[config.mk]
export PLATFORM = sky130hd
export DESIGN_NAME = cfg_command_engine
export DESIGN_NICKNAME = d
export VERILOG_FILES = /design/src/rtl/cfg_command_engine.sv
export SDC_FILE = /design/constraint.sdc
export NUM_CORES = 1
export LEC_CHECK = 0
export ABC_AREA = 1
export CORE_MARGIN = 2
export CORE_UTILIZATION = 57
export CTS_CLUSTER_DIAMETER = 60
export CTS_CLUSTER_SIZE = 28
export DETAILED_ROUTE_END_ITERATION = 6
export PLACE_DENSITY = 0.9
export RECOVER_POWER = 50
export SLEW_MARGIN = 20
export SYNTH_ARGS = -nofsm -noshare
export SYNTH_HDL_FRONTEND = slang
export SYNTH_SLANG_ARGS = --single-unit
[constraint.sdc]
create_clock -name clk -period 8.7 [get_ports clk]
set_clock_uncertainty 0.15 [all_clocks]
set_input_delay 1.305 -clock clk [delete_from_list [all_inputs] [get_ports clk]]
set_output_delay 1.305 -clock clk [all_outputs]
set_load 0.02 [all_outputs]
[src/rtl/cfg_command_engine.sv]
// cfg_command_engine
//   Command engine between the FX2 EP4 command stream (in), the EP8 reply stream (out)
//   and the configuration RAM. Handles CONFIG_GET_REG (0x31), CONFIG_SET_REG (0x30) and
//   HWCON_SET (0x40); anything else gets an 0xF2 error reply.
//
//   Optional feature macro: CFG_CMD_TIMEOUT_EN enables a watchdog that aborts a stalled
//   EP4 read or EP8 reply after TIMEOUT_CYCLES cycles without progress.
//
// Ports
//   clk, reset        : clock, asynchronous active-high reset
//   in_cmd_valid/id/length, in_ready, in_data, in_read, in_cmd_ack : EP4 side
//   out_cmd_valid/id/length, out_ready, out_write, out_data         : EP8 side
//   cfg_addr, cfg_read, cfg_write, cfg_wdata, cfg_rdata             : config RAM
//   direction, num_channels : per-port mode bits selecting the register bank
//   hwcons  : per-port HWCON registers, port p in bits [8p+7:8p]
//   busy    : engine not idle
//   timeout : one-cycle pulse on watchdog abort
module cfg_command_engine #(
  parameter int unsigned NUM_PORTS      = 4,
  parameter int unsigned MAX_CMD_LEN    = 8,
  parameter int unsigned NUM_REGS       = 16,
  parameter logic [10:0] CFG_BASE       = 11'h400,
  parameter int unsigned TIMEOUT_CYCLES = 65535
) (
  input  logic                   clk,
  input  logic                   reset,
  input  logic                   in_cmd_valid,
  input  logic [7:0]             in_cmd_id,
  input  logic [15:0]            in_cmd_length,
  input  logic                   in_ready,
  input  logic [7:0]             in_data,
  output logic                   in_read,
  output logic                   in_cmd_ack,
  output logic                   out_cmd_valid,
  output logic [7:0]             out_cmd_id,
  output logic [15:0]            out_cmd_length,
  input  logic                   out_ready,
  output logic                   out_write,
  output logic [7:0]             out_data,
  output logic [10:0]            cfg_addr,
  output logic                   cfg_read,
  output logic                   cfg_write,
  output logic [7:0]             cfg_wdata,
  input  logic [7:0]             cfg_rdata,
  input  logic [NUM_PORTS-1:0]   direction,
  input  logic [NUM_PORTS-1:0]   num_channels,
  output logic [8*NUM_PORTS-1:0] hwcons,
  output logic                   busy,
  output logic                   timeout
);

  // Buffer always holds at least port/reg/value so decode never indexes out of range.
  localparam int unsigned BufLen = (MAX_CMD_LEN < 3) ? 3 : MAX_CMD_LEN;
  localparam int unsigned IdxW   = $clog2(BufLen);

  localparam logic [7:0] CmdSetReg   = 8'h30;
  localparam logic [7:0] CmdGetReg   = 8'h31;
  localparam logic [7:0] CmdHwconSet = 8'h40;
  localparam logic [7:0] RspGetReg   = 8'h32;
  localparam logic [7:0] ErrAddr     = 8'hF0;
  localparam logic [7:0] ErrReadOnly = 8'hF1;
  localparam logic [7:0] ErrCmd      = 8'hF2;
  localparam logic [3:0] LastSlot    = 4'(NUM_REGS - 1);

  typedef enum logic [3:0] {
    StIdle, StRead, StDecode, StProbe, StCompare, StValue, StWrite, StReplyHdr, StReplyData
  } state_e;

  state_e                 r_state, w_state_next;
  logic [15:0]            r_count, w_count_next;
  logic [7:0]             r_buf [BufLen];
  logic                   w_buf_clr, w_buf_we;
  logic [7:0]             r_cmd_id, w_cmd_id_next;
  logic [10:0]            r_bank, w_bank_next;
  logic [3:0]             r_slot, w_slot_next;
  logic [10:0]            r_cfg_addr, w_cfg_addr_next;
  logic                   r_cfg_read, w_cfg_read_next;
  logic                   r_cfg_write, w_cfg_write_next;
  logic [7:0]             r_cfg_wdata, w_cfg_wdata_next;
  logic                   r_in_cmd_ack, w_in_cmd_ack_next;
  logic                   r_out_cmd_valid, w_out_cmd_valid_next;
  logic [7:0]             r_out_cmd_id, w_out_cmd_id_next;
  logic [15:0]            r_out_cmd_length, w_out_cmd_length_next;
  logic [7:0]             r_out_data, w_out_data_next;
  logic [1:0]             r_out_idx, w_out_idx_next;
  logic [7:0]             r_rep0, r_rep1, r_rep2;
  logic [7:0]             w_rep0_next, w_rep1_next, w_rep2_next;
  logic                   r_val_pend, w_val_pend_next;
  logic [8*NUM_PORTS-1:0] r_hwcons, w_hwcons_next;
  logic                   r_busy;

  // Reply request raised inside the state case, applied once after it.
  logic                   w_rep_start;
  logic [7:0]             w_rep_id;
  logic [15:0]            w_rep_len;
  logic [7:0]             w_rep_b0, w_rep_b1;

  logic [7:0]             w_port, w_reg, w_val;
  logic [1:0]             w_port_idx;
  logic                   w_port_ok;
  logic [3:0]             w_dir4, w_nch4;
  logic [10:0]            w_bank;
  logic                   w_hit;
  logic [1:0]             w_idx_inc;
  logic [3:0]             w_slot_inc;

  assign w_port     = r_buf[0];
  assign w_reg      = r_buf[1];
  assign w_val      = r_buf[2];
  assign w_port_idx = w_port[1:0];
  assign w_port_ok  = ({24'd0, w_port} < NUM_PORTS);
  assign w_dir4     = 4'(direction);
  assign w_nch4     = 4'(num_channels);
  // Fields do not overlap, so concatenation equals the sum of the shifted terms.
  assign w_bank     = CFG_BASE + {2'b00, w_port_idx, w_dir4[w_port_idx], w_nch4[w_port_idx],
                                  5'b00000};
  assign w_hit      = cfg_rdata[7] && (cfg_rdata[5:0] == w_reg[5:0]);
  assign w_idx_inc  = r_out_idx + 2'd1;
  assign w_slot_inc = r_slot + 4'd1;

  assign in_read   = (r_state == StRead) && in_ready && (r_count != in_cmd_length);
  assign out_write = (r_state == StReplyData) && out_ready;

`ifdef CFG_CMD_TIMEOUT_EN
  logic [15:0] r_wdog, w_wdog_next;
  logic        r_timeout, w_timeout_next;
  logic        w_progress;
  assign w_progress = in_read || out_write ||
                      ((r_state == StRead) && (r_count == in_cmd_length)) ||
                      ((r_state == StReplyHdr) && out_ready);
  assign timeout = r_timeout;
`else
  assign timeout = 1'b0;
`endif

  always_comb begin
    w_state_next          = r_state;
    w_count_next          = r_count;
    w_buf_clr             = 1'b0;
    w_buf_we              = 1'b0;
    w_cmd_id_next         = r_cmd_id;
    w_bank_next           = r_bank;
    w_slot_next           = r_slot;
    w_cfg_addr_next       = r_cfg_addr;
    w_cfg_read_next       = 1'b0;
    w_cfg_write_next      = 1'b0;
    w_cfg_wdata_next      = r_cfg_wdata;
    w_in_cmd_ack_next     = 1'b0;
    w_out_cmd_valid_next  = r_out_cmd_valid;
    w_out_cmd_id_next     = r_out_cmd_id;
    w_out_cmd_length_next = r_out_cmd_length;
    w_out_data_next       = r_out_data;
    w_out_idx_next        = r_out_idx;
    w_rep0_next           = r_rep0;
    w_rep1_next           = r_rep1;
    w_rep2_next           = r_rep2;
    w_val_pend_next       = r_val_pend;
    w_hwcons_next         = r_hwcons;
    w_rep_start           = 1'b0;
    w_rep_id              = 8'h00;
    w_rep_len             = 16'd0;
    w_rep_b0              = w_port;
    w_rep_b1              = w_reg;
`ifdef CFG_CMD_TIMEOUT_EN
    w_wdog_next           = 16'd0;
    w_timeout_next        = 1'b0;
`endif

    case (r_state)
      StIdle: begin
        // A header being retired this cycle (ack still visible) must not restart a read.
        if (in_cmd_valid && !r_in_cmd_ack) begin
          w_state_next = StRead;
          w_count_next = 16'd0;
          w_buf_clr    = 1'b1;
        end
      end
      StRead: begin
        if (r_count == in_cmd_length) begin
          w_in_cmd_ack_next = 1'b1;
          w_cmd_id_next     = in_cmd_id;
          w_state_next      = StDecode;
        end else if (in_ready) begin
          w_buf_we     = ({16'd0, r_count} < MAX_CMD_LEN);
          w_count_next = r_count + 16'd1;
        end
      end
      StDecode: begin
        w_bank_next = w_bank;
        w_slot_next = 4'd0;
        if (r_cmd_id == CmdGetReg || r_cmd_id == CmdSetReg) begin
          if (!w_port_ok) begin
            w_rep_start = 1'b1;
            w_rep_id    = ErrAddr;
            w_rep_len   = 16'd2;
          end else begin
            w_cfg_read_next = 1'b1;
            w_cfg_addr_next = w_bank;
            w_state_next    = StProbe;
          end
        end else if (r_cmd_id == CmdHwconSet) begin
          if (!w_port_ok) begin
            w_rep_start = 1'b1;
            w_rep_id    = ErrAddr;
            w_rep_len   = 16'd2;
          end else begin
            for (int p = 0; p < int'(NUM_PORTS); p++) begin
              if (w_port_idx == 2'(p)) w_hwcons_next[8*p +: 8] = w_reg;
            end
            w_state_next = StIdle;
          end
        end else begin
          w_rep_start = 1'b1;
          w_rep_id    = ErrCmd;
          w_rep_len   = 16'd1;
          w_rep_b0    = r_cmd_id;
        end
      end
      StProbe: w_state_next = StCompare;
      StCompare: begin
        if (w_hit) begin
          if (r_cmd_id == CmdGetReg) begin
            w_cfg_read_next = 1'b1;
            w_cfg_addr_next = r_cfg_addr + 11'd1;
            w_state_next    = StValue;
          end else if (cfg_rdata[6]) begin
            w_cfg_write_next = 1'b1;
            w_cfg_addr_next  = r_cfg_addr + 11'd1;
            w_cfg_wdata_next = w_val;
            w_state_next     = StWrite;
          end else begin
            w_rep_start = 1'b1;
            w_rep_id    = ErrReadOnly;
            w_rep_len   = 16'd2;
          end
        end else if (r_slot == LastSlot) begin
          w_rep_start = 1'b1;
          w_rep_id    = ErrAddr;
          w_rep_len   = 16'd2;
        end else begin
          w_slot_next     = w_slot_inc;
          w_cfg_read_next = 1'b1;
          w_cfg_addr_next = r_bank + {6'd0, w_slot_inc, 1'b0};
          w_state_next    = StProbe;
        end
      end
      StValue: begin
        // Value byte lands on cfg_rdata during the first header cycle.
        w_rep_start     = 1'b1;
        w_rep_id        = RspGetReg;
        w_rep_len       = 16'd3;
        w_val_pend_next = 1'b1;
      end
      StWrite: w_state_next = StIdle;
      StReplyHdr: begin
        if (r_val_pend) begin
          w_rep2_next     = cfg_rdata;
          w_val_pend_next = 1'b0;
        end
        if (out_ready) begin
          w_out_cmd_valid_next = 1'b0;
          if (r_out_cmd_length == 16'd0) begin
            w_state_next = StIdle;
          end else begin
            w_out_idx_next  = 2'd0;
            w_out_data_next = r_rep0;
            w_state_next    = StReplyData;
          end
        end
      end
      StReplyData: begin
        if (out_ready) begin
          if (r_out_cmd_length == {14'd0, r_out_idx} + 16'd1) begin
            w_state_next = StIdle;
          end else begin
            w_out_idx_next = w_idx_inc;
            case (w_idx_inc)
              2'd1:    w_out_data_next = r_rep1;
              default: w_out_data_next = r_rep2;
            endcase
          end
        end
      end
      default: w_state_next = StIdle;
    endcase

    if (w_rep_start) begin
      w_out_cmd_valid_next  = 1'b1;
      w_out_cmd_id_next     = w_rep_id;
      w_out_cmd_length_next = w_rep_len;
      w_rep0_next           = w_rep_b0;
      w_rep1_next           = w_rep_b1;
      w_rep2_next           = 8'h00;
      w_state_next          = StReplyHdr;
    end

`ifdef CFG_CMD_TIMEOUT_EN
    if (r_state == StRead || r_state == StReplyHdr || r_state == StReplyData) begin
      if (w_progress) begin
        w_wdog_next = 16'd0;
      end else if (r_wdog == 16'(TIMEOUT_CYCLES)) begin
        w_timeout_next       = 1'b1;
        w_state_next         = StIdle;
        w_out_cmd_valid_next = 1'b0;
        w_val_pend_next      = 1'b0;
        w_in_cmd_ack_next    = (r_state == StRead);
      end else begin
        w_wdog_next = r_wdog + 16'd1;
      end
    end
`endif
  end

  always_ff @(posedge clk or posedge reset) begin
    if (reset) begin
      r_state          <= StIdle;
      r_count          <= 16'd0;
      r_cmd_id         <= 8'h00;
      r_bank           <= 11'd0;
      r_slot           <= 4'd0;
      r_cfg_addr       <= 11'd0;
      r_cfg_read       <= 1'b0;
      r_cfg_write      <= 1'b0;
      r_cfg_wdata      <= 8'h00;
      r_in_cmd_ack     <= 1'b0;
      r_out_cmd_valid  <= 1'b0;
      r_out_cmd_id     <= 8'h00;
      r_out_cmd_length <= 16'd0;
      r_out_data       <= 8'h00;
      r_out_idx        <= 2'd0;
      r_rep0           <= 8'h00;
      r_rep1           <= 8'h00;
      r_rep2           <= 8'h00;
      r_val_pend       <= 1'b0;
      r_hwcons         <= '0;
      r_busy           <= 1'b0;
    end else begin
      r_state          <= w_state_next;
      r_count          <= w_count_next;
      r_cmd_id         <= w_cmd_id_next;
      r_bank           <= w_bank_next;
      r_slot           <= w_slot_next;
      r_cfg_addr       <= w_cfg_addr_next;
      r_cfg_read       <= w_cfg_read_next;
      r_cfg_write      <= w_cfg_write_next;
      r_cfg_wdata      <= w_cfg_wdata_next;
      r_in_cmd_ack     <= w_in_cmd_ack_next;
      r_out_cmd_valid  <= w_out_cmd_valid_next;
      r_out_cmd_id     <= w_out_cmd_id_next;
      r_out_cmd_length <= w_out_cmd_length_next;
      r_out_data       <= w_out_data_next;
      r_out_idx        <= w_out_idx_next;
      r_rep0           <= w_rep0_next;
      r_rep1           <= w_rep1_next;
      r_rep2           <= w_rep2_next;
      r_val_pend       <= w_val_pend_next;
      r_hwcons         <= w_hwcons_next;
      r_busy           <= (w_state_next != StIdle);
    end
  end

`ifdef CFG_CMD_TIMEOUT_EN
  always_ff @(posedge clk or posedge reset) begin
    if (reset) begin
      r_wdog    <= 16'd0;
      r_timeout <= 1'b0;
    end else begin
      r_wdog    <= w_wdog_next;
      r_timeout <= w_timeout_next;
    end
  end
`endif

  // Payload buffer; bytes past MAX_CMD_LEN are popped but never stored.
  always_ff @(posedge clk or posedge reset) begin
    if (reset) begin
      for (int i = 0; i < int'(BufLen); i++) r_buf[i] <= 8'h00;
    end else if (w_buf_clr) begin
      for (int i = 0; i < int'(BufLen); i++) r_buf[i] <= 8'h00;
    end else if (w_buf_we) begin
      r_buf[r_count[IdxW-1:0]] <= in_data;
    end
  end

  // Buffer bytes beyond the value byte and upper count bits have no consumer.
  logic w_unused;
  always_comb begin
    w_unused = ^r_count;
    for (int i = 3; i < int'(BufLen); i++) w_unused = w_unused ^ (^r_buf[i]);
  end

  assign in_cmd_ack     = r_in_cmd_ack;
  assign out_cmd_valid  = r_out_cmd_valid;
  assign out_cmd_id     = r_out_cmd_id;
  assign out_cmd_length = r_out_cmd_length;
  assign out_data       = r_out_data;
  assign cfg_addr       = r_cfg_addr;
  assign cfg_read       = r_cfg_read;
  assign cfg_write      = r_cfg_write;
  assign cfg_wdata      = r_cfg_wdata;
  assign hwcons         = r_hwcons;
  assign busy           = r_busy;

endmodule

# After elaboration in Yosys (flattened, before gate mapping)
# Index checks and enable logic that the tools add are counted.
[op_classes]
n_addsub = 7
magnitude_cmp = 5
eq_ne = 32
muxes = 101
bitwise = 3
reduce_logical = 32
[ops]
columns = ["operator", "n"]
rows = [
  ["2-to-1 mux 8 bit", 19],
  ["2-to-1 mux 64 bit", 2],
  ["2-to-1 mux 16 bit", 6],
  ["2-to-1 mux 4 bit", 17],
  ["2-to-1 mux 11 bit", 6],
  ["bitwise mux 64 bit", 1],
  ["case mux 16 bit (3 select lines)", 1],
  ["case mux 16 bit (2 select lines)", 1],
  ["case mux 4 bit (8 select lines)", 1],
  ["AND reduction 5 bit", 6],
  ["2-to-1 mux 1 bit", 28],
  ["demux 8 bit (select 3 bit)", 1],
  ["case mux 8 bit (3 select lines)", 1],
  ["!= test 2 bit, second input constant", 11],
  ["case mux 11 bit (2 select lines)", 1],
  ["adder 16 x 1 -> 16 bit, second input constant", 1],
  ["equality test 16 bit", 1],
  ["equality test 16 x 3 -> 1 bit", 1],
  ["equality test 8 x 6 -> 1 bit, second input constant", 2],
  ["zero test 16 bit", 1],
  ["less-than comparator 16 x 4 -> 1 bit, second input constant", 1],
  ["2-to-1 mux 2 bit", 8],
  ["!= test 16 bit", 1],
  ["case mux 8 bit (2 select lines)", 1],
  ["37 further kinds", 61],
]
[word_totals]
register_bits = 222
in_bits = 53
output_inout_bits = 91
word_cells = 212

# Depth between registers and ports, before layout
[logic_depth]
depth_word = 8
depth_mapped = 14
depth_no_buf = 13

# Worst setup path before layout
# No wires, ideal clock.
[synth_timing]
path_kind = "input to output"
from = "in in_cmd_length[4]"
to = "out in_read"
t_arrival_ps = 1890
required_time_ps = 7245
slack_ps = 5355
cell_stages = 5
path_buffers = 0
path_cell_list = "xor2_1 nor2_1 nand2_1 nor2_1 a21oi_2"
[synth_between]
elab_chain_cells = 2
[synth_rtl]
columns = ["element", "line_no", "source"]
rows = [
  ["from (decl)", "29", "input logic [15:0] in_cmd_length,"],
  ["!= test 16 bit", "121", "assign in_read = (r_state == StRead) && in_ready && (r_count != in_cmd_length);"],
  ["logical AND 1 bit", "121", ""],
  ["to (decl)", "32", "output logic in_read,"],
]
# Every way passes these cells.

==> key figures <==
Clock tree
  • CTS tree: done
  • Setup Fix Bufs, Post-CTS: 0
  • Post-CTS resize count: 0
  • Root buffer cell: clkbuf_16
  • Worst-path clk slew: 0.06 ns
  • Total CTS buffers: 17
  • H-tree levels: 4
  • Worst-case clock buffer depth: 2
  • Hold buffer count at cts: 0
  • TritonCTS Sinks: 157
  • Clk_lat worst skew: 0.43 ns

Layout
  • Max FFs per register: 32
  • Area delta synth->final: 23.24%
  • Layout cells sized above 1: 6.633%
  • Fillers: 1035
  • Finished layout cell area: 9998 sq um
  • Multi-input logic area: 3452 sq um
  • Seq. cell area: 3929 sq um
  • Fin nets: 1238

Setup path
  • Req. time, crit path: 8.78 ns
  • Crit path arrival time: 5.09 ns
  • Critical-path cell list: dlygate4sd3_1, clkinvlp_2, clkbuf_1
  • Cell count of the worst reg-to-reg path: 4
  • FF-to-FF Start: r_state[2]
  • CP max stage delay: 1.88 ns
  • Max FO, Critical Path: 79
  • Reg2Reg Setup Slack: 5.30 ns
  • Worst reg2reg path endpoint: hwcons[6]
  • Crit Path Category: input pin to asynchronous set/reset pin
  • Slowest-stage cell, CP: clkinvlp_2
  • Setup crit start kind: input pin
  • CP Capture Type: asynchronous set/reset pin

Floorplan
  • Placeable Area: 13880 sq um
  • Chip height: 123.3 microns
  • Row count: 43
  • Die footprint: 15200 sq um
  • Die W: 123.3 microns
  • Initial Util: 58.45%
  • IO Count: 144

Global route
  • Global-route wire length before repair: 35200 microns
  • Vias in the first global route: 7211
  • All-Layer GR Usage: 29.96%
  • Pin count of the biggest net entering global routing: 80
  • Initial antenna violation count: 1
  • Global route total overflow: 0

Synthesis
  • Seq cells post-synth: 157
  • Post-synth EDFFs: 0
  • Post-synth top area cell: dfrtp_1
  • Netlist cell types: 41
  • Synthesized area: 8113 sq um
  • Area share of the largest cell type after synthesis: 48.43%
  • Synth warn: 0
  • Primary FF master, synth: dfrtp_1
  • Area contributors post-synth: dfrtp_1, nand2_1, nand3_1
  • Sequential share of the synthesized area: 48.43%
  • Cell count after synthesis: 1063
  • Synth top cells by count: nand2_1, dfrtp_1, inv_1
  • Post-synth ARST share: 100.0%
  • Synthesized area per cell: 7.632 sq um
  • Most frequent cell after synthesis: nand2_1

Timing
  • Relative slew slack: -123.6%
  • Final max-slew violation count: 126
  • Setup Viol. Count Final: 0
  • Setup repair after global routing missed its margin: no
  • Fin crit period: 5.009 ns
  • Setup TNS: 0 ns
  • Hold Fails Final Rpt: 0
  • Worst Hold Slack: 0.3210 ns
  • Fin crit share: 57.58%
  • Maximum operating frequency: 0.1996 GHz
  • Tightest Pin Transition: 3.335 ns

Placement
  • DP Area: 9394 sq um
  • Placed wire-length estimate: 15080 microns
  • Port Buffer Count: 126
  • Final GP Congestion: 0.9120

Min path
  • Hold depth: 2
  • Hold Crit Class: flop to flop
  • Hold Path Sink: out_data[6]
  • Hold Startpoint: out_data[6]

Status
  • Failing checks: capacitance limit, slew limit
  • Outcome: finished with violations

Routing
  • Final ANT Viol Nets: 0
  • Drt initial violations: 884
  • Vias: 7708
  • Final WL: 21560 microns
  • DR WL/cell: 15.72 microns
  • Post-route DRC: 0
  • Vias per std cell: 5.618
  • Initial DRT Pass Iterations: 5

Power and ir drop
  • PD cells: 274.2 nW/um^2
  • Lkg Pwr: 5.012 nW
  • VDD IR max: 0.1620 mV

Flow run
  • Max-cap check violation count: 3
## per-layer routing
metal	share of wire [%]	up-vias	global-route usage (%)
li1	-	3615	-
met1	41	3684	40.13
met2	49	362	48.28
met3	8.0	47	6.688
met4	2.4	0	10.51
met5	0	-	0
## cell usage in the layout (no fill, tap or decap), types with 4 or more instances in the layout
master,n
o21ai_1,20
a22oi_1,7
inv_1,102
nor2_1,69
a21oi_1,19
clkinv_2,4
ha_1,5
nor2_2,6
o21ai_0,84
inv_2,23
nand3_1,89
nor3_1,15
dlygate4sd3_1,43
clkbuf_8,5
clkdlybuf4s50_1,83
nand2_1,346
dfrtp_1,157
conb_1,17
o31ai_1,6
or2_2,5
nand4_1,18
clkbuf_16,17
xor2_1,11
## power by group
part / leakage (nW) / switching (mW) / total [mW] / internal (mW)
Clock: 0.305 / 0.287 / 0.771 / 0.484
Sequential: 2.08 / 0.148 / 1.03 / 0.884
Combinational: 2.63 / 0.616 / 0.939 / 0.322
## cell type report
type,instances,area share (%)
antenna,1,0.02503
timing repair buffer,130,13.08
sequential,157,39.29
clock buffer,23,4.981
multi-input combinational,748,34.53
tap,180,2.253
inverter,126,4.743
clock inverter,7,1.101
## through the flow
step           setup WS, ns  util (%)  std cells  power (mW)
5_1_grt               2.889     72.03       1372       2.908
6_report              3.691     72.03       1372       2.742
3_5_place_dp          4.195     67.68       1340       1.967
2_1_floorplan         3.010         -       1079       1.675
3_3_place_gp          4.209     67.68       1340       1.930
4_1_cts               4.189     72.06       1370       2.744
## worst max-delay path: cells and delay by family
family,cells,cell delay [ns]
buffers and inverters,3,3.75
## how the worst max path moves through the flow
stage | from | slack (ns) | to | cells past startpoint
after floorplan | reset | 3.01 | busy | 1
after global placement | in_cmd_length[10] | 4.21 | in_read | 9
after detailed placement | in_cmd_length[15] | 4.20 | in_read | 9
after CTS | in_cmd_length[15] | 4.19 | in_read | 9
after global routing | reset | 2.89 | hwcons[6] | 3
final | reset | 3.69 | r_count[14] | 3
## kinds of logic (layout without fill, tap and decap cells)
family	after synthesis	after routing	synth area share [%]
AOI/OAI and AO/OA	148	148	10.02
and+or+nand+nor	566	566	30.00
xor gates and xnor gates	12	12	1.295
adders and majority gates	5	5	0.7711
buffers and inverters	174	286	9.439
other	1	18	0.04622
DFF	157	157	48.43
(Power assumes the default switching activity.)
